[config.mk]
export PLATFORM = sky130hd
export DESIGN_NAME = tow_round_scorer
export DESIGN_NICKNAME = d
export VERILOG_FILES = /design/src/rtl/tow_round_scorer_pkg.sv /design/src/rtl/tow_round_scorer_seg7_digit.sv /design/src/rtl/tow_round_scorer.sv
export SDC_FILE = /design/constraint.sdc
export NUM_CORES = 1
export LEC_CHECK = 0
export BUFFER_PORTS_ARGS = -buffer_cell sky130_fd_sc_hd__buf_2
export CORE_MARGIN = 8
export CORE_UTILIZATION = 55
export DETAILED_ROUTE_END_ITERATION = 8
export PLACE_DENSITY = 0.85
export SETUP_SLACK_MARGIN = 0.4
export SYNTH_ARGS = -nofsm -noshare
export SYNTH_HDL_FRONTEND = slang
export SYNTH_SLANG_ARGS = --single-unit
[constraint.sdc]
create_clock -name clk -period 2.7 [get_ports clk]
set_clock_uncertainty 0.15 [all_clocks]
set_input_delay 0.54 -clock clk [delete_from_list [all_inputs] [get_ports clk]]
set_output_delay 0.54 -clock clk [all_outputs]
set_load 0.005 [all_outputs]
[src/rtl/tow_round_scorer_pkg.sv]
// -----------------------------------------------------------------------------
// tow_pkg
// Shared types and constants for the tug-of-war round scorer.
//   state_t   : round-level FSM states (PLAY, HOLD, RESTART, OVER)
//   SEG_BLANK : all segments off for an active-low 7-segment digit
//   SEG_TABLE : digit 0..9 to active-low segments {g,f,e,d,c,b,a}
// -----------------------------------------------------------------------------
package tow_pkg;

    typedef enum logic [1:0] {
        PLAY    = 2'd0,
        HOLD    = 2'd1,
        RESTART = 2'd2,
        OVER    = 2'd3
    } state_t;

    localparam logic [6:0] SEG_BLANK = 7'h7F;

    // Entry N is the pattern for digit N (entry 0 is the rightmost element).
    localparam logic [9:0][6:0] SEG_TABLE = {
        7'b0010000,  // 9
        7'b0000000,  // 8
        7'b1111000,  // 7
        7'b0000010,  // 6
        7'b0010010,  // 5
        7'b0011001,  // 4
        7'b0110000,  // 3
        7'b0100100,  // 2
        7'b1111001,  // 1
        7'b1000000   // 0
    };

endpackage

[src/rtl/tow_round_scorer_seg7_digit.sv]
// -----------------------------------------------------------------------------
// seg7_digit
// Converts a 4-bit value to active-low 7-segment drive {g..a}.
//   value : input  [3:0] digit to show (0..9; anything larger shows blank)
//   seg   : output [6:0] active-low segment pattern
// -----------------------------------------------------------------------------
module seg7_digit
    import tow_pkg::*;
(
    input  logic [3:0] value,
    output logic [6:0] seg
);

    always_comb begin
        if (value <= 4'd9) begin
            seg = SEG_TABLE[value];
        end else begin
            seg = SEG_BLANK;
        end
    end

endmodule

[src/rtl/tow_round_scorer.sv]
// -----------------------------------------------------------------------------
// tow_round_scorer
// Watches the tug-of-war end lights and player presses, awards round wins,
// keeps per-player scores, requests a playfield restart after each round and
// declares the match over once a player reaches MAX_SCORE.
//
// Ports:
//   clk         : input        system clock
//   Reset       : input        synchronous, active-high reset
//   L, R        : input        conditioned one-cycle player presses
//   leftEndOn   : input        leftmost playfield light
//   rightEndOn  : input        rightmost playfield light
//   scoreLeft   : output [SCORE_W-1:0] left-player score
//   scoreRight  : output [SCORE_W-1:0] right-player score
//   roundReset  : output       one-cycle restart request to the playfield
//   gameOver    : output       match finished
//   winnerLeft  : output       left player won the last round / match
//   hexLeft     : output [6:0] active-low digit for scoreLeft
//   hexRight    : output [6:0] active-low digit for scoreRight
//
// Optional feature macro: TOW_SCORER_WINFLASH_EN
//   When defined, the winner's digit blinks (blank every other cycle) while
//   the block is in HOLD or OVER.
// -----------------------------------------------------------------------------
module tow_round_scorer
    import tow_pkg::*;
#(
    parameter int MAX_SCORE   = 7,
    parameter int SCORE_W     = 4,
    parameter int HOLD_CYCLES = 4
) (
    input  logic               clk,
    input  logic               Reset,
    input  logic               L,
    input  logic               R,
    input  logic               leftEndOn,
    input  logic               rightEndOn,
    output logic [SCORE_W-1:0] scoreLeft,
    output logic [SCORE_W-1:0] scoreRight,
    output logic               roundReset,
    output logic               gameOver,
    output logic               winnerLeft,
    output logic [6:0]         hexLeft,
    output logic [6:0]         hexRight
);

    localparam int                 HOLD_W    = (HOLD_CYCLES > 1) ? $clog2(HOLD_CYCLES) : 1;
    localparam logic [HOLD_W-1:0]  HOLD_LOAD = HOLD_W'(HOLD_CYCLES - 1);
    localparam logic [SCORE_W-1:0] SCORE_MAX = SCORE_W'(MAX_SCORE);

    state_t             state_q, state_d;
    logic [HOLD_W-1:0]  hold_cnt_q, hold_cnt_d;
    logic [SCORE_W-1:0] score_left_q, score_left_d;
    logic [SCORE_W-1:0] score_right_q, score_right_d;
    logic               winner_left_q, winner_left_d;
    logic               round_reset_q, round_reset_d;
    logic               game_over_q, game_over_d;
    logic               left_win, right_win;

    // A simultaneous L and R press is a tie and neither rule fires.
    assign left_win  = L & ~R & leftEndOn;
    assign right_win = R & ~L & rightEndOn;

    always_comb begin
        state_d       = state_q;
        hold_cnt_d    = hold_cnt_q;
        score_left_d  = score_left_q;
        score_right_d = score_right_q;
        winner_left_d = winner_left_q;

        case (state_q)
            PLAY: begin
                if (left_win) begin
                    score_left_d  = score_left_q + 1'b1;
                    winner_left_d = 1'b1;
                    if (score_left_d == SCORE_MAX) begin
                        state_d = OVER;
                    end else begin
                        state_d    = HOLD;
                        hold_cnt_d = HOLD_LOAD;
                    end
                end else if (right_win) begin
                    score_right_d = score_right_q + 1'b1;
                    winner_left_d = 1'b0;
                    if (score_right_d == SCORE_MAX) begin
                        state_d = OVER;
                    end else begin
                        state_d    = HOLD;
                        hold_cnt_d = HOLD_LOAD;
                    end
                end
            end
            // Counter is loaded with HOLD_CYCLES-1 so RESTART is entered
            // exactly HOLD_CYCLES edges after the winning edge.
            HOLD: begin
                if (hold_cnt_q == '0) begin
                    state_d = RESTART;
                end else begin
                    hold_cnt_d = hold_cnt_q - 1'b1;
                end
            end
            RESTART: state_d = PLAY;
            OVER:    state_d = OVER;
            default: state_d = PLAY;
        endcase

        // Moore outputs registered from the next state so they line up
        // with the state they describe.
        round_reset_d = (state_d == RESTART);
        game_over_d   = (state_d == OVER);
    end

    always_ff @(posedge clk) begin
        if (Reset) begin
            state_q       <= PLAY;
            hold_cnt_q    <= '0;
            score_left_q  <= '0;
            score_right_q <= '0;
            winner_left_q <= 1'b0;
            round_reset_q <= 1'b0;
            game_over_q   <= 1'b0;
        end else begin
            state_q       <= state_d;
            hold_cnt_q    <= hold_cnt_d;
            score_left_q  <= score_left_d;
            score_right_q <= score_right_d;
            winner_left_q <= winner_left_d;
            round_reset_q <= round_reset_d;
            game_over_q   <= game_over_d;
        end
    end

    assign scoreLeft  = score_left_q;
    assign scoreRight = score_right_q;
    assign roundReset = round_reset_q;
    assign gameOver   = game_over_q;
    assign winnerLeft = winner_left_q;

    logic [3:0] digit_left, digit_right;
    logic [6:0] seg_left, seg_right;

    assign digit_left  = 4'(score_left_q);
    assign digit_right = 4'(score_right_q);

    seg7_digit u_seg_left (
        .value (digit_left),
        .seg   (seg_left)
    );

    seg7_digit u_seg_right (
        .value (digit_right),
        .seg   (seg_right)
    );

`ifdef TOW_SCORER_WINFLASH_EN
    logic toggle_q, toggle_d;
    logic flash_blank;

    // Toggle only runs while in HOLD/OVER; it reads 0 on the first cycle of
    // either state because it is forced low everywhere else.
    always_comb begin
        toggle_d = 1'b0;
        if (state_q == HOLD || state_q == OVER) begin
            toggle_d = ~toggle_q;
        end
    end

    always_ff @(posedge clk) begin
        if (Reset) begin
            toggle_q <= 1'b0;
        end else begin
            toggle_q <= toggle_d;
        end
    end

    assign flash_blank = (state_q == HOLD || state_q == OVER) && toggle_q;
    assign hexLeft     = (flash_blank &&  winner_left_q) ? SEG_BLANK : seg_left;
    assign hexRight    = (flash_blank && !winner_left_q) ? SEG_BLANK : seg_right;
`else
    assign hexLeft  = seg_left;
    assign hexRight = seg_right;
`endif

endmodule

==> results of run 1 <==
-- power groups by stage --
| stage | registers (mW) | clock network [mW] | logic (mW) |
|---|---|---|---|
| final | 0.462 | 0.297 | 0.122 |
| after global routing | 0.466 | 0.325 | 0.140 |
| after CTS | 0.462 | 0.301 | 0.121 |
| after detailed placement | 0.471 | 0 | 0.119 |
| after global placement | 0.471 | 0 | 0.114 |
| after floorplan | 0.469 | 0 | 0.0873 |
-- routing by layer --
metal | vias to the layer above | wire, um | share of wire
met5 | - | 0 | 0
li1 | 706 | - | -
met4 | 0 | 44 | 0.013
met3 | 6 | 255 | 0.076
met2 | 39 | 1669 | 0.50
met1 | 627 | 1367 | 0.41
-- repair_timing --
action                                  4_1_cts  5_1_grt
gates resized for setup                       5        6
setup buffers                                 0        0
gates cloned                                  0        0
hold buffers                                  0        0
pin swaps                                     0        0
endpoints found under the setup margin       15       19
-- cell type report --
cell class	count	area (um2)	share of cell area
Timing Repair Buffer	30	150.1	0.07843
Clock buffer	7	65.06	0.03399
Multi-Input combinational cell	139	1003	0.5242
Tap cell	33	41.29	0.02157
Sequential cell	29	585.6	0.3059
Clock inverter	1	5.005	0.002614
Inverter	17	63.81	0.03333
-- stage by stage --
step | power, mW | setup slack (ps) | instance area [um2] | cells | util
global route | 0.9310 | 398.6 | 1914 | 256 | 0.6483
global placement | 0.5849 | 251.5 | 1822 | 248 | 0.6169
finish | 0.8820 | 504.0 | 1914 | 256 | 0.6483
floorplan | 0.5559 | 545.9 | 1649 | 188 | -
CTS | 0.8840 | 409.6 | 1902 | 256 | 0.6441
detailed placement | 0.5907 | 194.5 | 1822 | 248 | 0.6169
-- layout by cell type, fill, tap and decap left out, drive strengths merged, types with 2 or more instances in the layout --
cell,n
inv,17
nand2b,14
a211oi,2
dfxtp,29
and3b,4
or2,2
mux2i,6
clkbuf,7
nor2b,5
a21oi,10
a211o,2
o21ai,7
xnor2,3
buf,30
xor2,2
nand3b,3
nand2,7
nand3,6
nor2,24
nor3,8
a41o,2
ha,19
-- logic make-up after synthesis --
group | share of synthesized area
and+or+nand+nor | 0.2625
DFF | 0.3521
xor gates and xnor gates | 0.02656
muxes | 0.05083
adders and majority gates | 0.1442
AOI/OAI and AO/OA | 0.1138
buffers and inverters | 0.05007
-- tightest hold or removal path: cells and delay by family, from the launching register on --
kind	cells	cell delay [ps]
simple gates	1	70
compound gates	1	70
flops	1	320
-- how the worst max path moves through the flow --
stage | slack [ps] | endpoint | start
6_report | 500 | hexRight[5] | scoreRight[0]$_SDFFE_PP0P_
5_1_grt | 400 | hexRight[5] | scoreRight[0]$_SDFFE_PP0P_
4_1_cts | 410 | hexRight[5] | scoreRight[0]$_SDFFE_PP0P_
3_5_place_dp | 190 | register | L
3_3_place_gp | 250 | register | L
2_1_floorplan | 550 | register | L
==> impl_metrics.py, run 1 <==
metrics = {
    "power_and_ir_drop": {
        "power_leakage_nw": 0.9892,
        "internal_power_uw": 652.5,
        "switching_share": 0.2602,
        "power.switching_uw": 229.5,
        "power_frac_seq": 0.524,
        "p_comb_frac": 0.139,
        "irDropWorstVdd_v": 0.0002727,
        "power.density_nw_per_um2": 460.7,
        "power.share.clock": 0.337,
    },
    "logic_synthesis": {
        "yosysSeqAreaShare": 0.3520,
        "syn-num-nets": 213,
        "async_flop_share": 0,
        "synth_flop_cell": "dfxtp_1",
        "yosysTopAreaCell": "dfxtp_1",
        "synth_edf_count": 0,
        "synth_top_area_share": 0.3520,
        "ys_warn_count": 0,
        "synth-seq-cells": 29,
        "synth_common_cells": "dfxtp_1 (29), nor2_1 (23), ha_1 (19)",
        "synth_cells": 188,
        "synthTopCellsByArea": "dfxtp_1 (35%), ha_1 (14%), nand2b_1 (5.3%), nor2_1 (5.2%), inv_1 (3.9%)",
        "avgSynthCellArea_um2": 8.772,
        "synth_cell_types": 40,
        "yosysMostFrequentCell": "dfxtp_1",
        "netlist_area_um2": 1649,
    },
    "worst_hold_path": {
        "hold_path_depth": 2,
        "min_from": "winnerLeft$_SDFFE_PP0P_",
        "hold_path_end": "winnerLeft$_SDFFE_PP0P_",
        "hold_class": "register to register",
    },
    "floorplan": {
        "die_height_um": 70.76,
        "coreArea_um2": 2953,
        "start_util": 0.5585,
        "fp.dieArea_um2": 5006,
        "die_width_um": 70.76,
        "floorplan.rows": 20,
        "io_pins": 31,
    },
    "clocking": {
        "cts_root_buf": "clkbuf_4",
        "cts_max_level": 2,
        "clockBufferDepth": 2,
        "cts-buffers-inserted": 5,
        "worstSkewPairLatency_ps": 320,
        "cts_tree": "yes",
        "cts.clk_slew.worst_paths_ps": 90,
        "cts_sinks": 29,
    },
    "critical_path": {
        "cp.depth": 6,
        "slowest_stage": "dfxtp_2",
        "critPathTopFamily": "flip-flops",
        "critical_path.max_stage_delay_ps": 370,
        "crit_arrival_ps": 1510,
        "path_max_fanout": 7,
        "path_cells": "inv_1 > ha_1 > nor2_1 > o21ai_2 > nand2b_1 > buf_2",
        "path_buf_inv": 2,
        "end_kind": "primary output",
        "worstPathRequired_ps": 2010,
        "rr_worst_depth": 8,
        "r2r-start": "state_q[0]$_SDFF_PP0_",
        "r2r_setup_slack_ps": 560,
        "timing_worst_setup_path_type": "register to primary output",
        "cp-start-kind": "register",
    },
    "timing": {
        "rsz0062_at_grt": "true",
        "max_slew_margin": 0.5981,
        "fin_setup_tns_ps": 0,
        "worstMarginPinSlew_ps": 600.1,
        "slew_violations": 0,
        "timing.final.crit_share": 0.8133,
        "hold_viol": 0,
        "fmaxAchievable_ghz": 0.4554,
        "setup_viol": 0,
        "hold_ws_ps": 355.6,
        "period_needed_ps": 2196,
    },
    "routing": {
        "avgRoutedWirePerCell_um": 13.04,
        "vias_per_cell": 5.383,
        "routed_wirelength_um": 3337,
        "drc": 0,
        "antenna_left": 0,
        "drtPass1Iterations": 4,
        "drtIter0Drc": 69,
        "route.vias.total": 1378,
    },
    "global_routing": {
        "grt_usage": 0.1418,
        "grt_max_degree": 24,
        "grt_pass1_wl_um": 5816,
        "grt_util_met2": 0.2472,
        "grt_overflow_total": 0,
        "grt_use_met3": 0.06356,
        "busiest_layer": "met2",
        "grt_pass1_vias": 1339,
        "grt_antenna_before_repair": 0,
        "use_met1": 0.1420,
    },
    "layout": {
        "synthToLayoutAreaGrowth_pct": 16.09,
        "nFillCells": 242,
        "drive_above_1_share": 0.2377,
        "fin_nets": 247,
        "n_antenna_cell": 0,
    },
    "placement": {
        "gp_congestion": 0.8547,
        "port_buffers": 30,
        "place_hpwl_um": 2603,
    },
    "run": {
        "cap_violations": 0,
    },
    "run_status": {
        "outcome": "complete, no violations",
    },
}
No activity file was read; power rests on OpenSTA's default activity.
==> run 2, diff against run 1 <==
clock period = 2.1 ns   (was 2.7 ns; I/O delays follow)
==> impl_metrics.py, run 2 (synthesis gave the netlist of run 1 again) <==
metrics = {
    "layout": {
        "drive_above_1_share": 0.5795,
        "n_antenna_cell": 0,
        "final_common_cell": "buf_4",
        "synthToLayoutAreaGrowth_pct": 63.20,
        "final_cell_mix": "buf_4 (30), buf_2 (29), dfxtp_1 (22)",
        "nFillCells": 113,
        "fin_nets": 288,
    },
    "routing": {
        "route.vias.total": 1799,
        "drc": 0,
        "drtIter0Drc": 178,
        "avgRoutedWirePerCell_um": 20.93,
        "vias_per_cell": 6.057,
        "drtPass1Iterations": 5,
        "antenna_left": 0,
        "routed_wirelength_um": 6216,
    },
    "clocking": {
        "cts_max_level": 2,
        "cts_root_buf": "clkbuf_4",
        "clockBufferDepth": 2,
        "cts_sinks": 29,
        "worstSkewPairLatency_ps": 360,
        "cts-buffers-inserted": 5,
        "cts.clk_slew.worst_paths_ps": 110,
        "hold_buffers": 0,
        "cts_tree": "yes",
    },
    "critical_path": {
        "timing_worst_setup_path_type": "register to primary output",
        "crit_arrival_ps": 1500,
        "end_kind": "primary output",
        "path_max_fanout": 7,
        "worstPathRequired_ps": 1530,
        "cp-start-kind": "register",
    },
    "floorplan": {
        "coreArea_um2": 2953,
        "die_height_um": 70.76,
        "start_util": 0.5585,
        "fp.dieArea_um2": 5006,
        "floorplan.rows": 20,
        "io_pins": 31,
        "die_width_um": 70.76,
    },
    "timing": {
        "timing.final.crit_share": 0.9839,
        "slew_violations": 0,
        "fmaxAchievable_ghz": 0.4840,
        "rsz0062_at_grt": "true",
        "max_slew_margin": 0.6416,
        "hold_viol": 0,
        "period_needed_ps": 2066,
        "worstMarginPinSlew_ps": 533.1,
        "setup_viol": 0,
        "fin_setup_tns_ps": 0,
    },
    "power_and_ir_drop": {
        "p_comb_frac": 0.238,
        "power_leakage_nw": 1.237,
        "switching_share": 0.2938,
        "internal_power_uw": 967.9,
        "power_frac_seq": 0.431,
        "power.density_nw_per_um2": 509.3,
        "power.share.clock": 0.331,
        "irDropWorstVdd_v": 0.0005478,
        "power.total_mw": 1.371,
        "power.switching_uw": 402.7,
    },
    "run": {
        "cap_violations": 0,
    },
    "run_status": {
        "outcome": "complete, no violations",
    },
    "worst_hold_path": {
        "hold_class": "register to register",
    },
    "global_routing": {
        "busiest_layer": "met2",
        "grt_pass1_vias": 1767,
        "grt_pass1_wl_um": 8066,
        "grt_use_met3": 0.07486,
        "grt_util_met2": 0.3666,
        "grt_max_degree": 19,
        "use_met1": 0.1901,
        "grt_antenna_before_repair": 0,
        "grt_overflow_total": 0,
        "grt_usage": 0.2042,
    },
    "placement": {
        "place_hpwl_um": 2703,
        "gp_congestion": 0.8294,
        "port_buffers": 30,
    },
}
[run 2: cell count changes in the layout (fill, tap and decap cells not counted), sizes merged]
cell / delta
clkinv: -1
clkbuf: +1
buf: +41
[run 2: worst paths after layout]
path	from	end	slack, ps	depth (start not counted)
hold / removal	winnerLeft$_SDFFE_PP0P_	winnerLeft$_SDFFE_PP0P_	360	2
hold reg to reg	winnerLeft$_SDFFE_PP0P_	winnerLeft$_SDFFE_PP0P_	360	2
setup reg to reg	state_q[0]$_SDFF_PP0_	register	70	7
setup / recovery	scoreLeft[0]$_SDFFE_PP0P_	hexLeft[2]	30	7
[run 2: worst max-delay path: stages, from the launching register on]
cell and delay (ps):
dfxtp_4 400, inv_4 50, ha_4 150, nor2_2 80, o21ai_1 80, buf_4 180, nand2b_1 90, buf_2 120
[run 2: what timing repair did]
action	in CTS	in global routing
resized for setup	58	29
hold endpoints to repair	0	0
setup endpoints to repair	32	36
pin swaps	24	18
setup buffers	27	7
[run 2: area by class of cell]
class / instances / area [um2] / share of cell area
Multi-Input combinational cell: 139 / 1379 / 0.5123
Sequential cell: 29 / 604.3 / 0.2245
Timing Repair Buffer: 71 / 505.5 / 0.1878
Inverter: 17 / 81.33 / 0.03022
Clock buffer: 8 / 80.08 / 0.02975
Tap cell: 33 / 41.29 / 0.01534
[run 2: power groups by stage]
stage	sequential, mW	combinational [mW]	clock, mW
floorplan	0.603	0.131	0
global placement	0.606	0.171	0
detailed placement	0.607	0.177	0
CTS	0.587	0.267	0.447
global route	0.594	0.343	0.478
finish	0.591	0.326	0.453
[run 2: per-layer routing]
metal	share of wire	routed length [um]
met4	0.056	351
met2	0.50	3103
met5	0	0
met1	0.36	2261
met3	0.080	500
[run 2: per-stage QoR]
step                hold WS, ps  area [um2]  instances  utilization  worst slack (ps)
global route              359.4        2691        297       0.9114            -42.81
floorplan                 302.7        1770        188            -             237.2
detailed placement        305.3        1993        255       0.6750             9.745
global placement          302.0        1993        255       0.6750             30.92
finish                    358.6        2691        297       0.9114             33.84
CTS                       319.0        2505        290       0.8483             122.1
